[src/rtl/multicycle_control.sv]
// Multi-cycle MIPS control unit: Moore FSM sequencing fetch/decode/execute/memory/write-back,
// with a memory ready handshake, optional access timeout, JAL/JR and illegal-opcode detection.
module multicycle_control #(
   parameter int unsigned MEM_TIMEOUT   = 16,
   parameter int unsigned ENABLE_JAL_JR = 1
) (
   input  logic       clk,
   input  logic       reset,
   input  logic [5:0] OP,
   input  logic [5:0] Function,
   input  logic       mem_ready,
   output logic       PCWrite,
   output logic       PCWriteCondEQ,
   output logic       PCWriteCondNE,
   output logic [1:0] PCSource,
   output logic       IorD,
   output logic       MemRead,
   output logic       MemWrite,
   output logic       IRWrite,
   output logic [1:0] RegDst,
   output logic [1:0] WriteDataSel,
   output logic       RegWrite,
   output logic       ALUSrcA,
   output logic       ShamtSelector,
   output logic [1:0] ALUSrcB,
   output logic [2:0] ALUOp,
   output logic       instr_done,
   output logic       illegal_op,
   output logic       bus_error,
   output logic [3:0] state
);

   localparam logic [5:0] OpR    = 6'h00;
   localparam logic [5:0] OpJ    = 6'h02;
   localparam logic [5:0] OpJal  = 6'h03;
   localparam logic [5:0] OpBeq  = 6'h04;
   localparam logic [5:0] OpBne  = 6'h05;
   localparam logic [5:0] OpAddi = 6'h08;
   localparam logic [5:0] OpOri  = 6'h0d;
   localparam logic [5:0] OpLui  = 6'h0f;
   localparam logic [5:0] OpLw   = 6'h23;
   localparam logic [5:0] OpSw   = 6'h2b;

   localparam logic [5:0] FnSll = 6'h00;
   localparam logic [5:0] FnSrl = 6'h02;
   localparam logic [5:0] FnJr  = 6'h08;

   localparam int unsigned CntW = (MEM_TIMEOUT > 0) ? $clog2(MEM_TIMEOUT + 1) : 1;
   localparam logic [CntW-1:0] TimeoutVal = CntW'(MEM_TIMEOUT);

   typedef enum logic [3:0] {
      StFetch    = 4'd0,
      StDecode   = 4'd1,
      StExecR    = 4'd2,
      StRWb      = 4'd3,
      StExecI    = 4'd4,
      StIWb      = 4'd5,
      StMemAddr  = 4'd6,
      StMemRead  = 4'd7,
      StMemWb    = 4'd8,
      StMemWrite = 4'd9,
      StBranch   = 4'd10,
      StJump     = 4'd11,
      StJal      = 4'd12,
      StJr       = 4'd13,
      StIllegal  = 4'd14
   } state_e;

   state_e          state_q, state_d;
   logic [CntW-1:0] cnt_q, cnt_d;
   logic            waiting, timeout, jal_jr_en;

   assign jal_jr_en = (ENABLE_JAL_JR != 0);
   assign waiting   = (state_q == StFetch) || (state_q == StMemRead) || (state_q == StMemWrite);
   // A ready arriving on the timeout cycle completes the access instead.
   assign timeout   = (MEM_TIMEOUT != 0) && waiting && !mem_ready && (cnt_q == TimeoutVal);
   assign state     = state_q;

   always_comb begin
      state_d       = state_q;
      PCWrite       = 1'b0;
      PCWriteCondEQ = 1'b0;
      PCWriteCondNE = 1'b0;
      PCSource      = 2'b00;
      IorD          = 1'b0;
      MemRead       = 1'b0;
      MemWrite      = 1'b0;
      IRWrite       = 1'b0;
      RegDst        = 2'b00;
      WriteDataSel  = 2'b00;
      RegWrite      = 1'b0;
      ALUSrcA       = 1'b0;
      ShamtSelector = 1'b0;
      ALUSrcB       = 2'b00;
      ALUOp         = 3'b000;
      instr_done    = 1'b0;
      illegal_op    = 1'b0;
      bus_error     = 1'b0;

      case (state_q)
         StFetch: begin
            MemRead = 1'b1;
            ALUSrcB = 2'b01;
            ALUOp   = 3'b100;
            IRWrite = mem_ready;
            PCWrite = mem_ready;
            if (mem_ready) begin
               state_d = StDecode;
            end else if (timeout) begin
               bus_error = 1'b1;
               state_d   = StFetch;
            end
         end
         StDecode: begin
            ALUSrcB = 2'b11;
            ALUOp   = 3'b100;
            case (OP)
               OpR: begin
                  if (Function != FnJr) state_d = StExecR;
                  else if (jal_jr_en)   state_d = StJr;
                  else                  state_d = StIllegal;
               end
               OpJ:                   state_d = StJump;
               OpJal:                 state_d = jal_jr_en ? StJal : StIllegal;
               OpBeq, OpBne:          state_d = StBranch;
               OpAddi, OpOri, OpLui:  state_d = StExecI;
               OpLw, OpSw:            state_d = StMemAddr;
               default:               state_d = StIllegal;
            endcase
         end
         StExecR: begin
            ALUSrcA       = 1'b1;
            ALUOp         = 3'b111;
            ShamtSelector = (Function == FnSll) || (Function == FnSrl);
            state_d       = StRWb;
         end
         StRWb: begin
            RegDst     = 2'b01;
            RegWrite   = 1'b1;
            instr_done = 1'b1;
            state_d    = StFetch;
         end
         StExecI: begin
            ALUSrcA = 1'b1;
            ALUSrcB = 2'b10;
            case (OP)
               OpOri:   ALUOp = 3'b101;
               OpLui:   ALUOp = 3'b110;
               default: ALUOp = 3'b100;
            endcase
            state_d = StIWb;
         end
         StIWb: begin
            RegWrite   = 1'b1;
            instr_done = 1'b1;
            state_d    = StFetch;
         end
         StMemAddr: begin
            ALUSrcA = 1'b1;
            ALUSrcB = 2'b10;
            ALUOp   = 3'b100;
            state_d = (OP == OpSw) ? StMemWrite : StMemRead;
         end
         StMemRead: begin
            MemRead = 1'b1;
            IorD    = 1'b1;
            if (mem_ready) begin
               state_d = StMemWb;
            end else if (timeout) begin
               bus_error = 1'b1;
               state_d   = StFetch;
            end
         end
         StMemWb: begin
            WriteDataSel = 2'b01;
            RegWrite     = 1'b1;
            instr_done   = 1'b1;
            state_d      = StFetch;
         end
         StMemWrite: begin
            MemWrite = 1'b1;
            IorD     = 1'b1;
            if (mem_ready) begin
               instr_done = 1'b1;
               state_d    = StFetch;
            end else if (timeout) begin
               bus_error = 1'b1;
               state_d   = StFetch;
            end
         end
         StBranch: begin
            ALUSrcA       = 1'b1;
            PCSource      = 2'b01;
            PCWriteCondEQ = (OP == OpBeq);
            PCWriteCondNE = (OP == OpBne);
            instr_done    = 1'b1;
            state_d       = StFetch;
         end
         StJump: begin
            PCWrite    = 1'b1;
            PCSource   = 2'b10;
            instr_done = 1'b1;
            state_d    = StFetch;
         end
         StJal: begin
            PCWrite      = 1'b1;
            PCSource     = 2'b10;
            RegWrite     = 1'b1;
            RegDst       = 2'b10;
            WriteDataSel = 2'b10;
            instr_done   = 1'b1;
            state_d      = StFetch;
         end
         StJr: begin
            PCWrite    = 1'b1;
            PCSource   = 2'b11;
            instr_done = 1'b1;
            state_d    = StFetch;
         end
         StIllegal: begin
            illegal_op = 1'b1;
            state_d    = StFetch;
         end
         default: state_d = StFetch;
      endcase

      // Reset drops any in-flight request and suppresses every strobe.
      if (reset) begin
         PCWrite       = 1'b0;
         PCWriteCondEQ = 1'b0;
         PCWriteCondNE = 1'b0;
         PCSource      = 2'b00;
         IorD          = 1'b0;
         MemRead       = 1'b0;
         MemWrite      = 1'b0;
         IRWrite       = 1'b0;
         RegDst        = 2'b00;
         WriteDataSel  = 2'b00;
         RegWrite      = 1'b0;
         ALUSrcA       = 1'b0;
         ShamtSelector = 1'b0;
         ALUSrcB       = 2'b00;
         ALUOp         = 3'b000;
         instr_done    = 1'b0;
         illegal_op    = 1'b0;
         bus_error     = 1'b0;
      end
   end

   // Any state change (including a timeout re-entry to FETCH) restarts the wait count.
   always_comb begin
      cnt_d = cnt_q;
      if (timeout || (state_d != state_q)) begin
         cnt_d = '0;
      end else if (waiting && !mem_ready && (cnt_q != TimeoutVal)) begin
         cnt_d = cnt_q + CntW'(1);
      end
   end

   always_ff @(posedge clk) begin
      if (reset) begin
         state_q <= StFetch;
         cnt_q   <= '0;
      end else begin
         state_q <= state_d;
         cnt_q   <= cnt_d;
      end
   end

endmodule

[config.mk]
export PLATFORM = sky130hd
export DESIGN_NAME = multicycle_control
export DESIGN_NICKNAME = d
export VERILOG_FILES = /design/src/rtl/multicycle_control.sv
export SDC_FILE = /design/constraint.sdc
export NUM_CORES = 1
export LEC_CHECK = 0
export ABC_AREA = 1
export CAP_MARGIN = 20
export CORE_UTILIZATION = 46
export CTS_CLUSTER_SIZE = 14
export DETAILED_ROUTE_END_ITERATION = 6
export HOLD_SLACK_MARGIN = 0.1
export PLACE_DENSITY = 0.87
export RECOVER_POWER = 25
export SETUP_SLACK_MARGIN = 0.02
export SLEW_MARGIN = 20
export SYNTH_ARGS = -nofsm -noshare
export SYNTH_HDL_FRONTEND = slang
export SYNTH_SLANG_ARGS = --single-unit
[constraint.sdc]
create_clock -name clk -period 2.8 [get_ports clk]
set_input_delay 0.56 -clock clk [delete_from_list [all_inputs] [get_ports clk]]
set_output_delay 0.56 -clock clk [all_outputs]
set_load 0.02 [all_outputs]
# Word level (Yosys, flattened, before mapping)
# Index checks and enable logic that the tools add are counted.
# totals
register_bits	9
in_bits	15
out_inout_bits	28
wordCells	104
# op_classes
addsub	1
n_eq_ne	28
mux	48
n_reduce_logical	25
# ops
operator	count
$eq A4 B4 Y1 const B	7
$pmux W4 S7	1
$mux W1	27
$mux W4	6
$pmux W4 S6	1
$eq A6 B2 Y1 const B	3
$eq A6 B4 Y1 const B	3
$eq A4 B3 Y1 const B	4
$reduce_or A2 Y1	7
$eq A6 B3 Y1 const B	2
$eq A6 B6 Y1 const B	2
$logic_not A6 Y1	2
$pmux W2 S2	3
$pmux W2 S3	2
$reduce_or A3 Y1	4
$pmux W3 S3	1
$eq A4 B2 Y1 const B	2
$mux W2	4
$reduce_or A4 Y1	2
$reduce_or A7 Y1	1
$ne A6 B4 Y1 const B	1
$add A5 B1 Y5 const B	1
$eq A5 B5 Y1 const B	1
$ne A5 B5 Y1 const B	1
8 further kinds	14

# Depth between registers and ports, before layout
# Gate-level depths: netlist (run 1).
# logic_depth
word_depth	11
mapped_depth	9
mapped_depth_nobuf	9

# Worst setup path after synthesis (run 1)
# OpenSTA, ideal clock, no wires.
# synth_timing
path_type	reg-to-output
startpoint	register state_q[3], in the netlist state[3]
endpoint	output port RegWrite
t_arrival_ns	1.693
required_ns	2.240
slack_ns	0.547
path_stages_with_launch	7
n_path_buf	0
path_cell_list	dfxtp_1 -> inv_2 -> nor2_2 -> inv_1 -> nor3_1 -> a21oi_1 -> o21ai_0
# synth_between
elab_chain_cells	4
elab_cells_between_ends	7
cone_classes	4 x eq/ne; 2 x mux; 1 x reduce/logical
# synth_lines
element	line	text
from (decl)	69	state_e state_q, state_d;
from (signal assigned)	262	state_q <= StFetch;
from (signal assigned)	265	state_q <= state_d;
$eq A4 B4 Y1 (tied with other cells)	100	case (state_q)
$reduce_or A4 Y1 (no source line) *	-	
$mux W1 *	100	
$mux W1 *	228	if (reset) begin
to (decl)	22	output logic RegWrite,
# Mark *: on every way between the ends. The rest lies on a longest branch, timed or not.

# Worst setup path in the final report (run 1)
# layout_timing
startpoint	input port reset
endpoint	output port ALUOp[2]
# layout_between
elab_chain_cells	1
# layout_lines
element	line	text
from (decl)	8	input logic reset,
$mux W3	228	
to (decl)	26	output logic [2:0] ALUOp,
# Every way passes these cells.

==> flow_summary.html, run 1 <==
<table>
<tr><th>Metric</th><th>Value</th></tr>
<tr><th colspan="2">Floorplan</th></tr>
<tr><td>Die ar.</td><td>about 2400 sq um</td></tr>
<tr><td>Vertical extent of the die</td><td>around 49 um</td></tr>
<tr><td>Initial core utilization</td><td>50.5%</td></tr>
<tr><td>Placeable core area</td><td>2020 sq um</td></tr>
<tr><td>IO Count</td><td>43</td></tr>
<tr><td>Chip Width</td><td>49.1 um</td></tr>
<tr><td>Number of rows in the core area</td><td>16</td></tr>
<tr><th colspan="2">Critical path</th></tr>
<tr><td>Critical path start-end classification</td><td>in -&gt; out</td></tr>
<tr><td>Kind of launch point of the worst setup path</td><td>input port</td></tr>
<tr><td>Critical path endpoint category</td><td>output pin</td></tr>
<tr><td>Endpoint required time on the critical path</td><td>2.24 ns</td></tr>
<tr><td>Data arrival at the endpoint of the critical path</td><td>2.14 ns</td></tr>
<tr><td>CP max FO</td><td>12</td></tr>
<tr><th colspan="2">STA</th></tr>
<tr><td>Final Skew</td><td>0.00160 ns</td></tr>
<tr><td>Hold Violations, Final</td><td>0</td></tr>
<tr><td>Tcrit/Tclk final</td><td>96.3%</td></tr>
<tr><td>Setup repair after global routing missed its margin</td><td>no</td></tr>
<tr><td>Final Max Slew Viols</td><td>0</td></tr>
<tr><td>Relative max-transition margin</td><td>81.0%</td></tr>
<tr><td>F_max</td><td>between 300 and 400 MHz</td></tr>
<tr><td>TNS Setup</td><td>0 ns</td></tr>
<tr><td>Period minus WS final</td><td>2.70 ns</td></tr>
<tr><td>Actual transition at the worst max-transition pin</td><td>0.283 ns</td></tr>
<tr><td>Final setup violation count</td><td>0</td></tr>
<tr><th colspan="2">Synth</th></tr>
<tr><td>Syn Inst Count</td><td>between 150 and 200</td></tr>
<tr><td>Count of state elements after synthesis</td><td>9</td></tr>
<tr><td>Post-synthesis share of cell area spent on and, or, nand and nor gates</td><td>50.0%</td></tr>
<tr><td>Distinct cell type count of the synthesized netlist</td><td>27</td></tr>
<tr><td>Ys Warns</td><td>0</td></tr>
<tr><td>Post-synthesis mux area share</td><td>0%</td></tr>
<tr><td>Combinational family with the most area after synthesis</td><td>simple AND/OR/NAND/NOR gates</td></tr>
<tr><td>Compound-Gate Fraction of Synth Area</td><td>between 10% and 20%</td></tr>
<tr><td>Post-synthesis adder-cell area fraction</td><td>between 2 and 2.5%</td></tr>
<tr><td>Xor/xnor cell area share of the yosys netlist</td><td>1.72%</td></tr>
<tr><td>Post-synthesis sequential area ratio</td><td>17.6%</td></tr>
<tr><td>Post-Syn Nets</td><td>204</td></tr>
<tr><td>Avg Inst Size Synth</td><td>5.46 sq um</td></tr>
<tr><td>Post-synthesis instance area</td><td>about 1000 sq um</td></tr>
<tr><th colspan="2">Placement</th></tr>
<tr><td>Post-detail-place hpwl</td><td>roughly 2.8 mm</td></tr>
<tr><td>Placed cell count</td><td>~260</td></tr>
<tr><td>Count of input and output buffers</td><td>42</td></tr>
<tr><td>Last weighted congestion value of the routability-driven placer</td><td>0.972</td></tr>
<tr><th colspan="2">CTS</th></tr>
<tr><td>Clock net sink count</td><td>9</td></tr>
<tr><td>Longest Clk Path Bufs</td><td>2</td></tr>
<tr><td>Post-CTS clock slew at the launch and capture registers of the worst setup and hold paths</td><td>0.06 ns</td></tr>
<tr><td>Cts bufs inserted</td><td>3</td></tr>
<tr><td># Post-CTS Setup Buffers</td><td>0</td></tr>
<tr><td>H-Tree Level Count</td><td>1</td></tr>
<tr><td>Worst-skew pair later-pin latency</td><td>0.27 ns</td></tr>
<tr><td>Clock tree from TritonCTS</td><td>done</td></tr>
<tr><td>Root cell of the clock tree</td><td>clkbuf_4</td></tr>
<tr><td>CTS Hold Buffers Added</td><td>0</td></tr>
<tr><th colspan="2">Power and ir drop</th></tr>
<tr><td>Internal Power</td><td>0.000471 W</td></tr>
<tr><td>Sequential power share</td><td>19.8%</td></tr>
<tr><td>Power per unit of standard cell area</td><td>638 nW/um^2</td></tr>
<tr><td>Logic gate share of total power</td><td>between 60% and 70%</td></tr>
<tr><td>Psw</td><td>0.000510 W</td></tr>
<tr><td>Peak VDD IR</td><td>between 400 and 500 uV</td></tr>
<tr><td>Sw Ratio</td><td>52.0%</td></tr>
<tr><td>Part of the power in the clock network</td><td>a little over a tenth</td></tr>
<tr><td>Leakage dissipation</td><td>between 0.7 and 0.8 nW</td></tr>
<tr><th colspan="2">GRT</th></tr>
<tr><td>Maximum number of pins on one net before global-route repair</td><td>13</td></tr>
<tr><td>GR Overflow Total</td><td>0</td></tr>
<tr><td>Initial antenna violation count</td><td>0</td></tr>
<tr><td>Overall track demand over capacity in global routing</td><td>between 30% and 40%</td></tr>
<tr><td>Vias in the first global route</td><td>approximately 1400</td></tr>
<tr><td>Global-route wire length before repair</td><td>5.84 mm</td></tr>
<tr><th colspan="2">Run</th></tr>
<tr><td>Count of max-cap constraint violations</td><td>0</td></tr>
<tr><th colspan="2">Cells and area</th></tr>
<tr><td>Fin cells</td><td>265</td></tr>
<tr><td>Area overhead of the layout relative to synthesis</td><td>50.6%</td></tr>
<tr><td># fillers</td><td>188</td></tr>
<tr><td>Nets@finish</td><td>256</td></tr>
<tr><td>Utilization of the core after routing</td><td>76.1%</td></tr>
<tr><td>Ratio of cells with drive above 1 in the final layout</td><td>8.40%</td></tr>
<tr><td>ANT cells</td><td>0</td></tr>
<tr><td>Register area</td><td>180 sq um</td></tr>
<tr><td>Multi-input combinational cell area</td><td>688 sq um</td></tr>
<tr><th colspan="2">Route</th></tr>
<tr><td>Sum of routed wire length over all layers</td><td>between 3 and 4 mm</td></tr>
<tr><td>Routed vias</td><td>1421</td></tr>
<tr><td>Routed Antenna Nets</td><td>0</td></tr>
<tr><td>First-pass DRT Iterations</td><td>4</td></tr>
<tr><td>DRC viols</td><td>0</td></tr>
<tr><td>Avg WL per Cell</td><td>12.5 um</td></tr>
<tr><td>Initial DRC Count</td><td>55</td></tr>
<tr><td>Vias per inst</td><td>roughly 5.4</td></tr>
<tr><th colspan="2">Status</th></tr>
<tr><td>Outcome</td><td>completed</td></tr>
<tr><th colspan="2">Worst hold path</th></tr>
<tr><td>Hold crit path type</td><td>reg -&gt; reg</td></tr>
</table>
## critical path, cell delays in order
cell             delay, ns
clkdlybuf4s50_1       0.46
buf_4                 0.20
a211oi_1              0.26
clkdlybuf4s50_1       0.65
## Yosys cell counts (all sizes together)
cell    instances  share of area (%)
a211oi          1               0.74
ha              2                2.5
nand3          15                 10
inv            31                 11
nand4           3                1.8
dfxtp           9                 18
xnor2           1               0.86
a21oi          18                9.2
nand2          45                 17
nor3            7                3.4
nor2           40                 16
o21ai           6                2.9
o221ai          1               0.86
nor4            2                1.2
a22oi           1               0.74
xor2            1               0.86
clkinv          1               0.86
buf             1               0.74
clkbuf          2               0.74
## cell type report
| type | count | area share (%) |
|---|---|---|
| flip-flops and latches | 9 | 11.7 |
| well taps | 27 | 2.20 |
| inverters | 32 | 7.89 |
| clock buffers | 4 | 1.71 |
| multi-input cells | 143 | 44.8 |
| repair buffers | 50 | 31.7 |
## stage by stage
stage | power, W | hold WS [ns] | setup slack, ns | area [sq um]
floorplan | 0.000622 | 0.429 | 0.547 | 1020
global placement | 0.000870 | 0.447 | 0.0671 | 1520
detailed placement | 0.000888 | 0.451 | 0.00128 | 1520
CTS | 0.00100 | 0.459 | 0.0225 | 1540
global route | 0.00106 | 0.517 | 0.0225 | 1540
finish | 0.000982 | 0.468 | 0.103 | 1540
## state kept, by name (all words and copies together), names as in the netlist
| signal | flops |
|---|---|
| state | 4 |
| cnt_q | 5 |
## metal layers
| layer | up-vias | track usage, % | part of all wire (%) | routed length (um) |
|---|---|---|---|---|
| met5 | - | 0 | 0 | 0 |
| met4 | 0 | 13.7 | 2.4 | 81 |
| met3 | 12 | 6.85 | 5.1 | 169 |
| met2 | 56 | 54.8 | 52 | 1720 |
| met1 | 653 | 35.1 | 40 | 1340 |
| li1 | 700 | - | - | - |
## final timing paths
check             cells after the start  slack (ns)      from  endpoint
setup / recovery                      4        0.10     reset  ALUOp[2]
hold / removal                        1        0.47  cnt_q[0]  cnt_q[0]
setup reg to reg                      7        1.00  state[1]  cnt_q[4]
hold reg to reg                       1        0.47  cnt_q[0]  cnt_q[0]
## timing repair
action | CTS | global route
setup endpoints to repair | 2 | 7
gates resized for setup | 2 | 8
hold endpoints to repair | 0 | 0
cloned | 0 | 0
## power groups by stage
stage	Sequential, W	Clock, W	Combinational [W]
after global routing	0.000198	0.000116	0.000745
after floorplan	0.000211	0	0.000412
after global placement	0.000195	0	0.000675
after detailed placement	0.000196	0	0.000692
final	0.000194	0.000107	0.000680
after CTS	0.000193	0.000108	0.000699
## layout by cell type, fill, tap and decap left out
master / n
a211oi_1: 1
a21oi_1: 17
a21oi_2: 1
a22oi_1: 1
buf_4: 6
clkbuf_1: 3
clkbuf_4: 3
clkdlybuf4s50_1: 32
clkinvlp_2: 1
dfxtp_1: 9
dlygate4sd2_1: 2
dlygate4sd3_1: 1
dlymetal6s2s_1: 7
ha_1: 2
inv_1: 30
inv_2: 1
nand2_1: 43
nand2_2: 2
nand3_1: 13
nand3_2: 1
nand3_4: 1
nand4_1: 3
nor2_1: 36
nor2_2: 3
nor2_4: 1
nor3_1: 7
nor4_1: 2
o21ai_0: 5
o21ai_1: 1
o221ai_1: 1
xnor2_1: 1
xor2_1: 1
## cell families after synthesis
logic type | Yosys count
XOR/XNOR | 2
flip-flops | 9
buffers and inverters | 35
adder cells (fa/ha/maj) | 2
AO/OA/AOI/OAI | 27
AND/OR/NAND/NOR | 112
No activity file was read; power rests on OpenSTA's default activity.
==> run 2, diff against run 1 <==
--- a/config.mk
+++ b/config.mk
@@ -14,7 +14,6 @@
 export PLACE_DENSITY = 0.87
 export RECOVER_POWER = 25
 export SETUP_SLACK_MARGIN = 0.02
-export SLEW_MARGIN = 20
 export SYNTH_ARGS = -nofsm -noshare
 export SYNTH_HDL_FRONTEND = slang
 export SYNTH_SLANG_ARGS = --single-unit
==> results of run 2 <==
The final DEF is identical to that of run 1; final timing and power are the same.
==> run 3, diff against run 2 <==
--- a/config.mk
+++ b/config.mk
@@ -6,6 +6,7 @@
 export NUM_CORES = 1
 export LEC_CHECK = 0
 export ABC_AREA = 1
+export ABC_CLOCK_PERIOD_IN_PS = 2800
 export CAP_MARGIN = 20
 export CORE_UTILIZATION = 46
 export CTS_CLUSTER_SIZE = 14
==> results of run 3 <==
The final DEF is identical to that of run 1; final timing and power are the same.
